[config.mk]
export PLATFORM = sky130hd
export DESIGN_NAME = io_fabric
export DESIGN_NICKNAME = d
export VERILOG_FILES = /design/src/rtl/io_fabric_pkg.sv /design/src/rtl/io_fabric_regs.sv /design/src/rtl/io_fabric.sv
export SDC_FILE = /design/constraint.sdc
export NUM_CORES = 1
export LEC_CHECK = 0
export ABC_CLOCK_PERIOD_IN_PS = 6000
export CORE_AREA = 2 2 270 272
export CTS_CLUSTER_SIZE = 40
export DETAILED_ROUTE_END_ITERATION = 10
export DIE_AREA = 0 0 272 274
export SYNTH_ARGS = -nofsm -noshare
export SYNTH_HDL_FRONTEND = slang
export SYNTH_HIERARCHICAL = 1
export SYNTH_SLANG_ARGS = --single-unit
export TNS_END_PERCENT = 1
[constraint.sdc]
create_clock -name clk_i -period 6 [get_ports clk_i]
set_input_delay 1.5 -clock clk_i [delete_from_list [all_inputs] [get_ports clk_i]]
set_output_delay 1.5 -clock clk_i [all_outputs]
set_load 0.1 [all_outputs]
[src/rtl/io_fabric_pkg.sv]
// io_fabric_pkg: shared state encoding, slot-0 register offsets and helpers for the IO fabric.
package io_fabric_pkg;

    // Transfer sequencer states
    typedef enum logic [1:0] {
        ST_IDLE = 2'd0,
        ST_BUSY = 2'd1,
        ST_DONE = 2'd2,
        ST_ERR  = 2'd3
    } fabric_state_t;

    // Word offsets of the local register bank living in slot 0
    localparam logic [1:0] REG_IRQ_MASK  = 2'd0;
    localparam logic [1:0] REG_IRQ_PEND  = 2'd1;
    localparam logic [1:0] REG_ERR_COUNT = 2'd2;
    localparam logic [1:0] REG_ERR_ADDR  = 2'd3;

    // Saturating increment so the error counter sticks at all-ones instead of wrapping
    function automatic logic [31:0] sat_inc32(input logic [31:0] value);
        return (value == 32'hFFFF_FFFF) ? value : value + 32'd1;
    endfunction

endpackage

[src/rtl/io_fabric_regs.sv]
// io_fabric_regs: slot-0 local register bank (interrupt mask, error counter, last error address).
module io_fabric_regs
    import io_fabric_pkg::*;
#(
    parameter int ADDR_W = 17,
    parameter int IRQ_W  = 8
) (
    input  logic              clk,
    input  logic              rst,
    input  logic              wr_en,
    input  logic [1:0]        reg_addr,
    input  logic [IRQ_W-1:0]  bit_we,
    input  logic [IRQ_W-1:0]  wr_data,
    input  logic [IRQ_W-1:0]  irq,
    input  logic              err_inc,
    input  logic [ADDR_W-1:0] err_addr_in,
    output logic [31:0]       rd_data,
    output logic              irq_out
);

    logic [IRQ_W-1:0]  irq_mask;
    logic [IRQ_W-1:0]  irq_pend;
    logic [31:0]       err_count;
    logic [ADDR_W-1:0] err_addr;

    assign irq_pend = irq & irq_mask;
    assign irq_out  = |irq_pend;

    // Interrupt mask: only bits whose byte lane is selected take the new value
    always_ff @(posedge clk) begin
        if (rst) begin
            irq_mask <= '0;
        end else if (wr_en && reg_addr == REG_IRQ_MASK) begin
            irq_mask <= (irq_mask & ~bit_we) | (wr_data & bit_we);
        end
    end

    // Error counter: a write of any value clears it, and that clear beats a concurrent increment
    always_ff @(posedge clk) begin
        if (rst) begin
            err_count <= '0;
        end else if (wr_en && reg_addr == REG_ERR_COUNT) begin
            err_count <= '0;
        end else if (err_inc) begin
            err_count <= sat_inc32(err_count);
        end
    end

    // Capture the address of the transfer that just failed
    always_ff @(posedge clk) begin
        if (rst) begin
            err_addr <= '0;
        end else if (err_inc) begin
            err_addr <= err_addr_in;
        end
    end

    // Read mux, narrower registers zero-extended to the bus width
    always_comb begin
        rd_data = '0;
        case (reg_addr)
            REG_IRQ_MASK:  rd_data = 32'(irq_mask);
            REG_IRQ_PEND:  rd_data = 32'(irq_pend);
            REG_ERR_COUNT: rd_data = err_count;
            REG_ERR_ADDR:  rd_data = 32'(err_addr);
            default:       rd_data = '0;
        endcase
    end

endmodule

[src/rtl/io_fabric.sv]
// io_fabric: Wishbone IO decoder fanning one CPU slave port out to NSLAVES peripheral slots,
// with unpopulated-slot and timeout errors, a local slot-0 register bank and masked IRQ aggregation.
module io_fabric
    import io_fabric_pkg::*;
#(
    parameter int          NSLAVES = 16,
    parameter int          ADDR_W  = 17,
    parameter int          SEL_LSB = 12,
    parameter logic [15:0] SLOT_EN = 16'hFFFF,
    parameter int          TIMEOUT = 255,
    parameter int          IRQ_W   = 8
) (
    input  logic                  clk_i,
    input  logic                  rst_i,
    input  logic                  cyc_i,
    input  logic                  stb_i,
    input  logic                  we_i,
    input  logic [ADDR_W-1:0]     adr_i,
    input  logic [3:0]            sel_i,
    input  logic [31:0]           dat_i,
    output logic [31:0]           dat_o,
    output logic                  ack_o,
    output logic                  err_o,
    output logic                  m_cyc_o,
    output logic                  m_we_o,
    output logic [ADDR_W-1:0]     m_adr_o,
    output logic [3:0]            m_sel_o,
    output logic [31:0]           m_dat_o,
    output logic [NSLAVES-1:0]    s_stb_o,
    input  logic [NSLAVES-1:0]    s_ack_i,
    input  logic [NSLAVES*32-1:0] s_dat_i,
    input  logic [IRQ_W-1:0]      irq_i,
    output logic                  irq_o
);

    localparam int                 SEL_W      = $clog2(NSLAVES);
    localparam logic [NSLAVES-1:0] SLOT_MASK  = SLOT_EN[NSLAVES-1:0];
    localparam logic [15:0]        TIMER_LAST = 16'(TIMEOUT - 1);

    fabric_state_t    state;
    fabric_state_t    state_next;
    logic [15:0]      timer;
    logic [SEL_W-1:0] slot;
    logic             slot_populated;
    logic             slot_local;
    logic             slot_ack;
    logic [31:0]      slot_dat [NSLAVES];
    logic             local_wr;
    logic             load_dat;
    logic [31:0]      load_val;
    logic [31:0]      local_rd;
    logic [IRQ_W-1:0] mask_bit_we;

    // Slot decode works on the latched address so it is stable for the whole BUSY phase
    assign slot           = m_adr_o[SEL_LSB +: SEL_W];
    assign slot_populated = SLOT_MASK[slot];
    assign slot_local     = (slot == '0);
    assign slot_ack       = s_ack_i[slot];

    for (genvar n = 0; n < NSLAVES; n++) begin : g_slot_dat
        assign slot_dat[n] = s_dat_i[n*32 +: 32];
    end

    for (genvar i = 0; i < IRQ_W; i++) begin : g_mask_we
        assign mask_bit_we[i] = m_sel_o[i/8];
    end

    assign m_cyc_o = (state == ST_BUSY);
    assign ack_o   = (state == ST_DONE);
    assign err_o   = (state == ST_ERR);

    // State register
    always_ff @(posedge clk_i) begin
        if (rst_i) begin
            state <= ST_IDLE;
        end else begin
            state <= state_next;
        end
    end

    // Next state plus per-cycle completion controls; a dropped master cycle overrides everything
    always_comb begin
        state_next = state;
        local_wr   = 1'b0;
        load_dat   = 1'b0;
        load_val   = slot_dat[slot];
        case (state)
            ST_IDLE: begin
                if (cyc_i && stb_i) begin
                    state_next = ST_BUSY;
                end
            end
            ST_BUSY: begin
                if (!cyc_i) begin
                    state_next = ST_IDLE;
                end else if (!slot_populated) begin
                    state_next = ST_ERR;
                end else if (slot_local) begin
                    state_next = ST_DONE;
                    local_wr   = m_we_o;
                    load_dat   = !m_we_o;
                    load_val   = local_rd;
                end else if (slot_ack) begin
                    state_next = ST_DONE;
                    load_dat   = !m_we_o;
                end else if (timer >= TIMER_LAST) begin
                    state_next = ST_ERR;
                end
            end
            ST_DONE: state_next = ST_IDLE;
            ST_ERR:  state_next = ST_IDLE;
            default: state_next = ST_IDLE;
        endcase
    end

    // One-hot strobe to the addressed slot, never driven toward an unpopulated slot
    always_comb begin
        s_stb_o = '0;
        if (state == ST_BUSY && slot_populated) begin
            s_stb_o[slot] = 1'b1;
        end
    end

    // Request latch: capture the master's request when a new transfer starts
    always_ff @(posedge clk_i) begin
        if (rst_i) begin
            m_we_o  <= 1'b0;
            m_adr_o <= '0;
            m_sel_o <= '0;
            m_dat_o <= '0;
        end else if (state == ST_IDLE && cyc_i && stb_i) begin
            m_we_o  <= we_i;
            m_adr_o <= adr_i;
            m_sel_o <= sel_i;
            m_dat_o <= dat_i;
        end
    end

    // Timeout counter: counts BUSY cycles, cleared outside BUSY, saturates rather than wrapping
    always_ff @(posedge clk_i) begin
        if (rst_i) begin
            timer <= '0;
        end else if (state != ST_BUSY) begin
            timer <= '0;
        end else if (timer != 16'hFFFF) begin
            timer <= timer + 16'd1;
        end
    end

    // Read data register: only updated by a completing read, so writes and errors leave it alone
    always_ff @(posedge clk_i) begin
        if (rst_i) begin
            dat_o <= '0;
        end else if (load_dat) begin
            dat_o <= load_val;
        end
    end

    io_fabric_regs #(
        .ADDR_W (ADDR_W),
        .IRQ_W  (IRQ_W)
    ) u_regs (
        .clk         (clk_i),
        .rst         (rst_i),
        .wr_en       (local_wr),
        .reg_addr    (m_adr_o[1:0]),
        .bit_we      (mask_bit_we),
        .wr_data     (m_dat_o[IRQ_W-1:0]),
        .irq         (irq_i),
        .err_inc     (err_o),
        .err_addr_in (m_adr_o),
        .rd_data     (local_rd),
        .irq_out     (irq_o)
    );

endmodule

# After elaboration in Yosys (flattened, before gate mapping)
# Memory sizes are Yosys's and may differ from the RTL's. A register that Yosys moved wholly into a read port is not among the register bits.
# Index checks and enable logic that the tools add are counted.
totals:
  reg_bits: 161
  in_bits: 594
  out_inout_bits: 106
  mem_count: 1
  word_cells: 84
  mem_bits_ro: 16
classes:
  reduce_logical: 17
  bitwise_logic: 7
  eq_ne: 11
  n_addsub: 2
  order_cmp: 4
  muxes: 32
memory_table:
  columns: ["memory", "depth", "width", "rd", "rd_clocked_by_memory_dff", "write_ports", "line_no", "source"]
  rows:
  - ["(name not given)", 16, 1, 1, 1, 0, "io_fabric.sv:56", "assign slot_populated = SLOT_MASK[slot];"]
op_table:
  columns: ["op", "n"]
  rows:
  - ["2-to-1 mux 32 bit", 6]
  - ["binary-select mux 32 bit (select 4 bit)", 1]
  - ["case mux 32 bit (4 select lines)", 1]
  - ["adder 32 x 1 -> 32 bit (second input constant)", 1]
  - ["== test 32 bit (second input constant)", 1]
  - ["AND 8 bit", 3]
  - ["adder 16 x 1 -> 16 bit (second input constant)", 1]
  - [">= comparator 16 x 8 -> 1 bit (second input constant)", 1]
  - ["2-to-1 mux 16 bit", 1]
  - ["inequality test 16 bit (second input constant)", 1]
  - ["2-to-1 mux 1 bit", 12]
  - ["2-to-1 mux 2 bit", 6]
  - ["== test 2 bit (second input constant)", 4]
  - ["2-to-1 mux 4 bit", 2]
  - ["NOT 8 bit", 1]
  - ["bitwise OR 8 bit", 1]
  - ["OR reduction 8 bit", 1]
  - ["logical AND 1 bit", 7]
  - ["inequality test 6 x 3 -> 1 bit (second input constant)", 1]
  - ["case mux 2 bit (3 select lines)", 1]
  - ["OR reduction 2 bit", 3]
  - [">= comparator 5 bit (second input constant)", 1]
  - ["less-than comparator 4 x 5 -> 1 bit (second input constant)", 1]
  - ["NOT 4 -> 5 bit", 1]
  - ["other kinds (11)", 14]

# Longest topological paths before layout
# Gate-level depths: netlist of run 1.
logic_depth:
  word_depth: 8
  ltp_mapped: 11
  depth_no_buf: 9

# Modules after synthesis
# The synthesis of run 1 kept the hierarchy.
modules_own_cells:
  columns: ["mod", "instances", "cells_each", "seq_area_each_um2", "area_each_um2"]
  rows:
  - ["io_fabric", 1, 812, 2082.0, 8209.1]
  - ["io_fabric_regs", 1, 378, 1141.1, 3080.5]

# Least setup slack after synthesis of run 1
# OpenSTA, ideal clock, no wires.
synth_timing:
  kind: "flip-flop to output port"
  startpoint: "reg m_adr_o[13]"
  endpoint: "out s_stb_o[11]"
  stages_incl_launch_ff: 6
  slack_ns: 1.178
  arrival_time_ns: 3.322
  required_time_ns: 4.500
  path_buffers: 3
  cell_sequence: "dfxtp_1 -> buf_4 -> clkbuf_1 -> clkbuf_1 -> nand3_1 -> nor2_1"
synth_via:
  elab_chain_len: 5
  word_cells_on_any_way: 6
  classes_between: "order compare (2); mux (3); reduce/logical (1)"
synth_lines:
  columns: ["item", "line_no", "source"]
  rows:
  - ["start, declared", "io_fabric.sv:26", "output logic [ADDR_W-1:0] m_adr_o,"]
  - ["start signal, assigned", "io_fabric.sv:133", "m_adr_o <= adr_i;"]
  - ["less-than comparator 4 x 5 -> 1 bit (not written as such) or >= comparator 4 x 1 -> 1 bit (tied branches)", "io_fabric.sv:120", "s_stb_o[slot] = 1'b1;"]
  - ["logical AND 1 bit (not written as such)", "io_fabric.sv:120", null]
  - ["2-to-1 mux 1 bit (not written as such)", "io_fabric.sv:120", null]
  - ["demux 1 bit (select 4 bit) (*)", "io_fabric.sv:120", null]
  - ["2-to-1 mux 16 bit (*)", "io_fabric.sv:119", "if (state == ST_BUSY && slot_populated) begin"]
  - ["end, declared", "io_fabric.sv:29", "output logic [NSLAVES-1:0] s_stb_o,"]
# Mark *: on every way between the ends. The rest lies on a longest branch, timed or not.

# Worst setup path after layout of run 1
layout_timing:
  startpoint: "reg m_adr_o[12]"
  endpoint: "out s_stb_o[1]"
# Same word-level chain as after synthesis.

==> results of run 1 <==
-- cell usage after synthesis, types with 4 or more instances --
cell,instances
nand2b_1,40
xnor2_1,11
mux4_2,128
a2111oi_0,4
mux2_2,9
nand3_1,24
a22oi_1,68
o31ai_1,4
nor2_1,69
o2111ai_1,4
and3_1,6
o211ai_1,6
xor2_1,9
dfxtp_1,161
nor2b_1,14
nand2_1,164
inv_1,8
o21ai_0,31
nor4_1,4
and2_1,20
nand4_1,16
and4_1,5
buf_1,10
or3_1,8
nor3_1,8
clkbuf_1,68
mux2i_1,63
a21oi_1,149
buf_2,20
a211oi_1,7
or4_1,7
-- worst paths after layout --
kind                     from          end  slack (ps)
hold reg to reg   m_dat_o[28]  m_dat_o[28]         460
setup reg to reg  m_adr_o[13]    dat_o[27]        2420
hold / removal    m_dat_o[28]  m_dat_o[28]         460
setup / recovery  m_adr_o[12]   s_stb_o[1]        1470
-- layout make-up --
class / instances / area share
multi-input cells: 917 / 0.3849
flip-flops and latches: 161 / 0.1630
clock inverters: 14 / 0.009153
well taps: 959 / 0.06054
diodes: 15 / 0.001894
inverters: 8 / 0.001515
clock buffers: 18 / 0.02216
repair buffers: 710 / 0.3568
-- cell families after synthesis --
| group | count (synthesis) | share of synthesized area |
|---|---|---|
| xor gates and xnor gates | 20 | 0.01552 |
| and+or+nand+nor | 404 | 0.1769 |
| adders and majority gates | 3 | 0.003325 |
| AOI/OAI and AO/OA | 289 | 0.1552 |
| muxes | 201 | 0.3212 |
| DFF | 161 | 0.2855 |
| buffers and inverters | 112 | 0.04245 |
-- registers in the layout, indices dropped and copies added, names as in the netlist, named ones only --
register	count
m_adr_o	17
u_regs/err_addr	17
m_we_o	1
u_regs/err_count	32
dat_o	32
m_sel_o	4
m_dat_o	32
timer	16
state	2
-- report_power, final --
| group | internal, mW | switching (mW) | total, mW |
|---|---|---|---|
| clock | 0.581 | 0.564 | 1.15 |
| sequential | 1.09 | 0.0281 | 1.12 |
| combinational | 0.555 | 0.470 | 1.03 |
| total | 2.23 | 1.06 | 3.29 |
-- metrics by stage --
| step | hold slack (ps) | setup WS, ps | std cells |
|---|---|---|---|
| after floorplan | 441.7 | 1179 | 1190 |
| after global placement | 441.4 | 1876 | 2755 |
| after detailed placement | 446.5 | 1849 | 2755 |
| after CTS | 457.2 | 1330 | 2787 |
| after global routing | 476.8 | 1257 | 2792 |
| final | 457.7 | 1468 | 2802 |
-- worst max-delay path: cells and delay by family (launching register included) --
kind / cells / cell delay (ps)
flip-flops: 1 / 820
buffers and inverters: 1 / 1190
AND/OR/NAND/NOR: 2 / 550
-- per-layer routing --
layer,share of wire,GRT usage,wire length [um],vias to the layer above
li1,-,-,-,5782
met1,0.38,0.2032,26450,6198
met2,0.50,0.3169,34480,579
met3,0.11,0.07391,7480,72
met4,0.013,0.03109,936,20
met5,0.0019,0,130,-
==> results.md, run 1 <==
* Fin util at 0.2754
* Root Driver: clkbuf_16
* Layout area overhead at 75.56%
* Netlist cell types at 58
* EDFF count, synth at 0
* Worst-Margin Slew at 1140 ps
* Number of max-slew violations in the final report at 0
* Dpl cell area at 19,160 um^2
* Worst Path Arrival at 3030 ps
* Status: completed
* DRC Markers at 0
* Pwr dens at 165.9 nW/um^2
* Slowest CP cell: clkdlybuf4s50_1
* Mean routed wirelength per cell at 24.80 um
* Critical-path cell list: nand3b_1, nor2_1, clkdlybuf4s50_1
* Delay of the slowest critical-path stage at 1190 ps
* Worst reg-to-reg path cell count at 7
* Syn_area_per_cell at 9.487 um^2
* Crit path launch type: flop
* Initial antenna violation count at 32
* Syn Std Cell Area at 11,290 um^2
* CTS clk-pin slew, worst paths at 80 ps
* Post-Synthesis Cells at 1,190
* Final setup fails at 0
* Clock Sinks at 161
* Largest net degree at the start of global routing at 104
* Worst Path Required at 4500 ps
* Die height at 274 um
* Filler Cell Count at 7,549
* Clk_skew at 15.21 ps
* Postcts setup bufs at 0
* Top Ports at 700
* Post-CTS sizing at 0
* Setup TNS at 0 ps
* Final hold violations at 0
* Most frequent cells in the layout: clkdlybuf4s50_1, nand2_1, dfxtp_1
* Ys Warns at 6
* Row cnt at 99
* Final Power at 3.289 mW
* Worst-skew pair later-pin latency at 440 ps
* Port Buf Inserts at 698
* Hold Path Stages at 2
* Ranking of synthesized cells by area: dfxtp_1, mux4_2, a21oi_1
* Via count at 12,650
* RSZ-0062 raised after global routing: no
* Initial Util at 0.1569
* #FFs+latches synth at 161
* Chip width at 272 um
* Largest fanout on the critical path at 39
* Ys flop type: dfxtp_1
* Classification of the worst setup path: reg -> out
* Synth Net Count at 1,787
* Max-cap viol count at 0
* Synth top area share at 0.2855
* Tot GR Track Use at 0.1791
* Fmax at 220.6 MHz
* Pleak at 6.250 nW
* Post-layout min period at 4532 ps
* H-tree levels at 4
* Vias/cell at 4.515
* Detail Placement HPWL at 57,470 um
* Peak VDD IR at 0.1941 mV
* First-pass GRT wire length at 95,950 um
* Vias in the first global route at 12,890
* Final ANT Viol Nets at 0
* Tcrit/Tclk final at 0.7554
* Final GP Congestion at 0.9636
* Fin area at 19,820 um^2
* Register area at 3231 um^2
* NumNets Final at 2,412
* Ratio of cells with drive above 1 in the final layout at 0.1176
* Global route total overflow at 0
* Die area at 74,530 um^2
* Post-synth ARST share at 0
* Total CTS buffers at 17
* Initial DRC count at 887
* Hold buffer count at CTS at 0
* Sequential cell area fraction in the yosys report at 0.2855
* Leading cell type in the layout, fill and taps excluded: clkdlybuf4s50_1
* Max-slew headroom at 0.2376
* Final WL at 69,480 um
* Cell taking the most area after synthesis: dfxtp_1
* Core area at 71,970 um^2
* TritonCTS clock tree: built
* Detailed Routing Iterations Pass 1 at 5
* Classification of the worst-slack hold path: reg -> reg
* Area occupied by multi-input gates at 7630 um^2
* Critical Path End Type: output pin
* Longest Clk Path Bufs at 2
(Power assumes the default switching activity.)
==> inputs of run 2 (changes only) <==
--- a/config.mk
+++ b/config.mk
@@ -5,11 +5,11 @@
 export SDC_FILE = /design/constraint.sdc
 export NUM_CORES = 1
 export LEC_CHECK = 0
-export ABC_CLOCK_PERIOD_IN_PS = 6000
-export CORE_AREA = 2 2 270 272
+export ABC_CLOCK_PERIOD_IN_PS = 3600
+export CORE_AREA = 2 2 271 273
 export CTS_CLUSTER_SIZE = 40
 export DETAILED_ROUTE_END_ITERATION = 10
-export DIE_AREA = 0 0 272 274
+export DIE_AREA = 0 0 273 275
 export SYNTH_ARGS = -nofsm -noshare
 export SYNTH_HDL_FRONTEND = slang
 export SYNTH_HIERARCHICAL = 1
==> constraint.sdc (replaced) <==
create_clock -name clk_i -period 3.6 [get_ports clk_i]
set_input_delay 0.9 -clock clk_i [delete_from_list [all_inputs] [get_ports clk_i]]
set_output_delay 0.9 -clock clk_i [all_outputs]
set_load 0.1 [all_outputs]
==> run 2 against run 1 <==
  * Clock skew is 6.1 ps lower
  * Die area is 0.73% higher
  * Register-to-register slack worse by 1500 ps
  * Utilization is 0.20 points lower
  * Power is 64% higher
  * Via count is 0.23% lower
  * Critical path depth is 1 higher
  * Design area is 0.20% lower
  * Count of clock-buffer cells in the layout stayed put
  * Sequential share of layout area hardly changed
  * Worst hold slack worse by 4.0 ps
  * Critical endpoint is now s_stb_o[5]
  * Highest routed layer unchanged
  * Global-route usage is 0.99 points lower
==> results.md, run 2 (same netlist as run 1, synthesis figures left out) <==
* Global route total overflow at 0 (unchanged)
* Ratio of cells with drive above 1 in the final layout at 0.1768 (+0.05914)
* Core area at 72,340 um^2 (+0.52%)
* Pleak at 6.509 nW (+4.1%)
* Worst-Margin Slew at 986.6 ps (-153.5 ps)
* Metal1 wirelength at 26,650 um (+0.74%)
* Final setup fails at 0 (unchanged)
* Tot GR Track Use at 0.1691 (-0.009920)
* Clk_skew at 9.122 ps (-6.084 ps)
* Hold Path Stages at 2 (unchanged)
* Vias in the first global route at 12,960 (+0.53%)
* Hold buffer count at CTS at 0 (unchanged)
* Critical Path End Type: output pin
* Status: completed
* Detailed Routing Iterations Pass 1 at 5 (unchanged)
* Dpl cell area at 19,190 um^2 (+0.17%)
* Largest regs: dat_o (32), m_dat_o (32), u_regs/err_count (32)
* Final GP Congestion at 0.9587 (-0.51%)
* TritonCTS clock tree: built
* Worst reg-to-reg path cell count at 6 (-1)
* Root Driver: clkbuf_16
* Port Buf Inserts at 698 (unchanged)
* DRC Markers at 0 (unchanged)
* Tcrit/Tclk final at 0.8455
* Top Ports at 700 (unchanged)
* Final hold violations at 0 (unchanged)
* Total CTS buffers at 17 (unchanged)
* Peak VDD IR at 0.2947 mV (+52%)
* Postcts setup bufs at 0 (unchanged)
* Classification of the worst setup path: reg -> out
* Post-CTS sizing at 0 (unchanged)
* Max-slew headroom at 0.3402 (+0.1027)
* Setup TNS at 0 ps (unchanged)
* Met3 WL post-DR at 5558 um (-26%)
* Mean routed wirelength per cell at 23.62 um (-4.7%)
* NumNets Final at 2,434 (+0.91%)
* Longest Clk Path Bufs at 2 (unchanged)
* Most frequent cells in the layout: clkdlybuf4s50_1, nand2_1, dfxtp_1
* Crit path launch type: flop
* Pwr dens at 272.2 nW/um^2 (+64%)
* Top routing layer in use: met5
* Worst Path Arrival at 2140 ps (-890 ps)
* Final Power at 5.384 mW (+64%)
* Classification of the worst-slack hold path: reg -> reg
* Max-cap viol count at 0 (unchanged)
* Final ANT Viol Nets at 0 (unchanged)
* Final WL at 66,520 um (-4.3%)
* Clock Sinks at 161 (unchanged)
* Die height at 275 um (+0.36%)
* Leading cell type in the layout, fill and taps excluded: clkdlybuf4s50_1
* Fin area at 19,780 um^2 (-0.20%)
* Register area at 3231 um^2 (unchanged)
* H-tree levels at 4 (unchanged)
* Number of max-slew violations in the final report at 0 (unchanged)
* CTS clk-pin slew, worst paths at 80 ps (about the same)
* Initial Util at 0.1561 (-0.0008058)
* Largest net degree at the start of global routing at 65 (-38%)
* Row cnt at 99 (unchanged)
* Detail Placement HPWL at 55,770 um (-3.0%)
* Worst Path Required at 2700 ps (-1800 ps)
* Placed insts at 2,777 (+0.80%)
* Largest fanout on the critical path at 29 (-26%)
* Post-layout min period at 3044 ps
* Die area at 75,080 um^2 (+0.73%)
* Vias/cell at 4.482 (-0.73%)
* Worst-skew pair later-pin latency at 440 ps (about the same)
* Layout area overhead at 75.21%
* Area occupied by multi-input gates at 7652 um^2 (+0.30%)
* First-pass GRT wire length at 92,030 um (-4.1%)
* Finished Layout Cells at 2,816 (+0.50%)
* Initial antenna violation count at 23 (-28%)
* Initial DRC count at 971 (+9.5%)
* Filler Cell Count at 7,614 (+0.86%)
* Chip width at 273 um (+0.37%)
* RSZ-0062 raised after global routing: no
* Via count at 12,620 (-0.23%)
* Fmax at 328.5 MHz
* Met2 WL at 33,270 um (-3.5%)
[run 2: cell type report]
class	instances	share of cell area
antenna	7	0.0008856
clock buffer	18	0.02170
clock inverter	14	0.007021
inverter	8	0.001518
multi-input combinational	917	0.3869
sequential	161	0.1633
tap	959	0.06066
timing repair buffer	732	0.3580
[run 2: path summary, 6_finish.rpt]
check | slack, ps | from | to
min reg2reg | 450 | m_sel_o[1] | m_sel_o[1]
max | 560 | m_adr_o[12] | s_stb_o[5]
min | 450 | m_sel_o[1] | m_sel_o[1]
max reg2reg | 870 | m_adr_o[12] | dat_o[15]
[run 2: per-layer routing]
metal  up-vias  global-route usage
met2       552              0.3033
li1       5808                   -
met1      6185              0.1985
met5         -                   0
met3        63             0.05420
met4        14             0.02948
[run 2: worst max-delay path: stages (launching register included)]
cell      delay, ps
dfxtp_4         780
buf_4           290
nand3b_1        160
nor2_1          150
buf_4           310
[run 2: per-stage QoR]
stage | hold slack, ps | setup slack [ps] | util
3_5_place_dp | 446.3 | 590.2 | 0.2653
2_1_floorplan | 441.7 | -310.3 | -
6_report | 453.8 | 556.1 | 0.2734
4_1_cts | 455.8 | 477.5 | 0.2732
5_1_grt | 470.9 | 380.5 | 0.2733
3_3_place_gp | 442.5 | 639.4 | 0.2653
[run 2: power breakdown]
part / switching, mW / total (mW) / internal, mW
Clock: 0.887 / 1.81 / 0.919
Combinational: 0.779 / 1.71 / 0.928
Sequential: 0.0548 / 1.87 / 1.82
==> inputs of run 3 (changes only) <==
--- a/config.mk
+++ b/config.mk
@@ -5,7 +5,7 @@
 export SDC_FILE = /design/constraint.sdc
 export NUM_CORES = 1
 export LEC_CHECK = 0
-export ABC_CLOCK_PERIOD_IN_PS = 3600
+export ABC_CLOCK_PERIOD_IN_PS = 2800
 export CORE_AREA = 2 2 271 273
 export CTS_CLUSTER_SIZE = 40
 export DETAILED_ROUTE_END_ITERATION = 10
==> constraint.sdc (replaced) <==
create_clock -name clk_i -period 2.8 [get_ports clk_i]
set_input_delay 0.7 -clock clk_i [delete_from_list [all_inputs] [get_ports clk_i]]
set_output_delay 0.7 -clock clk_i [all_outputs]
set_load 0.1 [all_outputs]
==> run 3 against run 2 <==
  * Via count up 2.0%
  * Clock skew increased by 2.8 ps
  * First-iteration DRC count down 10%
  * Critical endpoint is now s_stb_o[9]
  * Routed wire length rose by 4.1%
  * Highest routed layer unchanged
  * Combinational power grew 34%
  * Setup slack got worse by 390 ps
  * Die area unchanged
  * Count of clock-buffer cells in the layout decreased by 1
  * Sequential share of layout area shrank 0.49 points
==> results.md, run 3 (same netlist as run 1, synthesis figures left out) <==
* Longest Clk Path Bufs at 2 (unchanged)
* Number of max-slew violations in the final report at 0 (unchanged)
* Worst Setup SP: state[0]
* Classification of the worst setup path: reg -> out
* Final ANT Viol Nets at 0 (unchanged)
* Core area at 72,340 um^2 (unchanged)
* Hold buffer count at CTS at 0 (unchanged)
* Via count at 12,870 (+2.0%)
* Max-cap viol count at 0 (unchanged)
* Root Driver: clkbuf_16
* Detailed Routing Iterations Pass 1 at 5 (unchanged)
* Status: completed
* Placed insts at 2,797 (+0.72%)
* Critical Path End Type: output pin
* FF-to-FF setup slack at 360 ps (-510 ps)
* Die height at 275 um (unchanged)
* Row cnt at 99 (unchanged)
* CTS clk-pin slew, worst paths at 70 ps (about the same)
* Finished Layout Cells at 2,843 (+0.96%)
* Ratio of cells with drive above 1 in the final layout at 0.2034 (+0.02666)
* Leading cell type in the layout, fill and taps excluded: clkdlybuf4s50_1
* Most frequent cells in the layout: clkdlybuf4s50_1, nand2_1, dfxtp_1
* Max-slew headroom at 0.4754 (+0.1352)
* Clock Sinks at 161 (unchanged)
* Fmax at 380.2 MHz
* Largest fanout on the critical path at 6 (-79%)
* Worst r2r dst: dat_o[28]
* Worst-skew pair later-pin latency at 450 ps (about the same)
* Vias in the first global route at 13,080 (+0.96%)
* Tot GR Track Use at 0.1775 (+0.008355)
* First-pass GRT wire length at 95,360 um (+3.6%)
* Worst Setup EP: s_stb_o[9]
* Detail Placement HPWL at 58,290 um (+4.5%)
* Crit path launch type: flop
* Initial antenna violation count at 34 (+48%)
* Worst-Margin Slew at 786.9 ps (-199.7 ps)
* Vias/cell at 4.527 (+0.99%)
* Layout area overhead at 80.76%
* Worst reg-to-reg path cell count at 7 (+1)
* Port Buf Inserts at 698 (unchanged)
* Global route total overflow at 0 (unchanged)
* Worst Path Required at 2100 ps (-600 ps)
* Tcrit/Tclk final at 0.9394
* Die area at 75,080 um^2 (unchanged)
* RR Startpoint: m_adr_o[13]
* Final GP Congestion at 0.9098 (-5.1%)
* Final hold violations at 0 (unchanged)
* Post-CTS sizing at 0 (unchanged)
* Top Ports at 700 (unchanged)
* Largest regs: dat_o (32), m_dat_o (32), u_regs/err_count (32)
* Classification of the worst-slack hold path: reg -> reg
* TritonCTS clock tree: built
* Chip width at 273 um (unchanged)
* Register area at 3233 um^2 (about the same)
* Pleak at 6.761 nW (+3.9%)
* Final setup fails at 0 (unchanged)
* Total CTS buffers at 17 (unchanged)
* Initial Util at 0.1561 (unchanged)
* Hold Path Stages at 2 (unchanged)
* H-tree levels at 4 (unchanged)
* Worst Path Arrival at 1930 ps (-210 ps)
* Worst-case hold slack at 455.7 ps (+1.920 ps)
* Largest net degree at the start of global routing at 70 (+7.7%)
* RSZ-0062 raised after global routing: no
* Peak VDD IR at 0.3983 mV (+35%)
* Post-layout min period at 2630 ps
* Clk_skew at 11.87 ps (+2.753 ps)
* Mean routed wirelength per cell at 24.35 um (+3.1%)
* Area occupied by multi-input gates at 7749 um^2 (+1.3%)
* Final WL at 69,220 um (+4.1%)
* Filler Cell Count at 7,536 (-1.0%)
* DRC Markers at 0 (unchanged)
* Pwr dens at 348.0 nW/um^2 (+28%)
* Initial DRC count at 871 (-10%)
* NumNets Final at 2,457 (+0.94%)
run 3: worst min path at each step:
stage | from | to | slack, ps
finish | m_dat_o[31] | m_dat_o[31] | 460
global route | m_dat_o[31] | m_dat_o[31] | 470
CTS | m_dat_o[12] | m_dat_o[12] | 460
detailed placement | m_dat_o[12] | m_dat_o[12] | 450
global placement | m_dat_o[30] | m_dat_o[30] | 440
floorplan | state[1] | state[0] | 440
run 3: critical path, stage by stage (launching register included):
cell	delay (ps)
dfxtp_1	410
nand2b_1	130
clkinvlp_4	100
buf_4	160
nand3b_1	150
buf_4	200
nor2_4	130
buf_12	190
run 3: what timing repair did:
| item | CTS | global route |
|---|---|---|
| setup buffers | 2 | 1 |
| pin swaps | 0 | 1 |
| setup endpoints to repair | 3 | 4 |
run 3: area by class of cell:
class	count	share of cell area
Antenna cell	11	0.001349
Tap cell	959	0.05880
Timing Repair Buffer	755	0.3711
Multi-Input combinational cell	917	0.3797
Inverter	8	0.001655
Sequential cell	161	0.1584
Clock inverter	15	0.008155
Clock buffer	17	0.02085
run 3: through the flow:
step | utilization | cell area [um^2] | total power, mW | setup slack, ps | setup TNS, ps
after CTS | 0.2816 | 20370 | 7.226 | 30.06 | 0
after global routing | 0.2819 | 20390 | 7.418 | 11.51 | 0
final | 0.2821 | 20410 | 7.101 | 169.7 | 0
after detailed placement | 0.2731 | 19750 | 4.753 | -7.196 | -7.196
after floorplan | - | 11430 | 3.448 | -72.02 | -1307
after global placement | 0.2731 | 19750 | 4.731 | -9.525 | -10.16
run 3: report_power, final:
part | internal [mW] | switching, mW
logic | 1.24 | 1.04
clock network | 1.27 | 1.15
registers | 2.34 | 0.0549
run 3: routing by layer:
metal / GRT usage / vias to the layer above / routed length [um]
li1: - / 5860 / -
met1: 0.2053 / 6300 / 27050
met2: 0.3151 / 600 / 34470
met3: 0.06180 / 87 / 6243
met4: 0.03782 / 22 / 1314
met5: 0 / - / 138
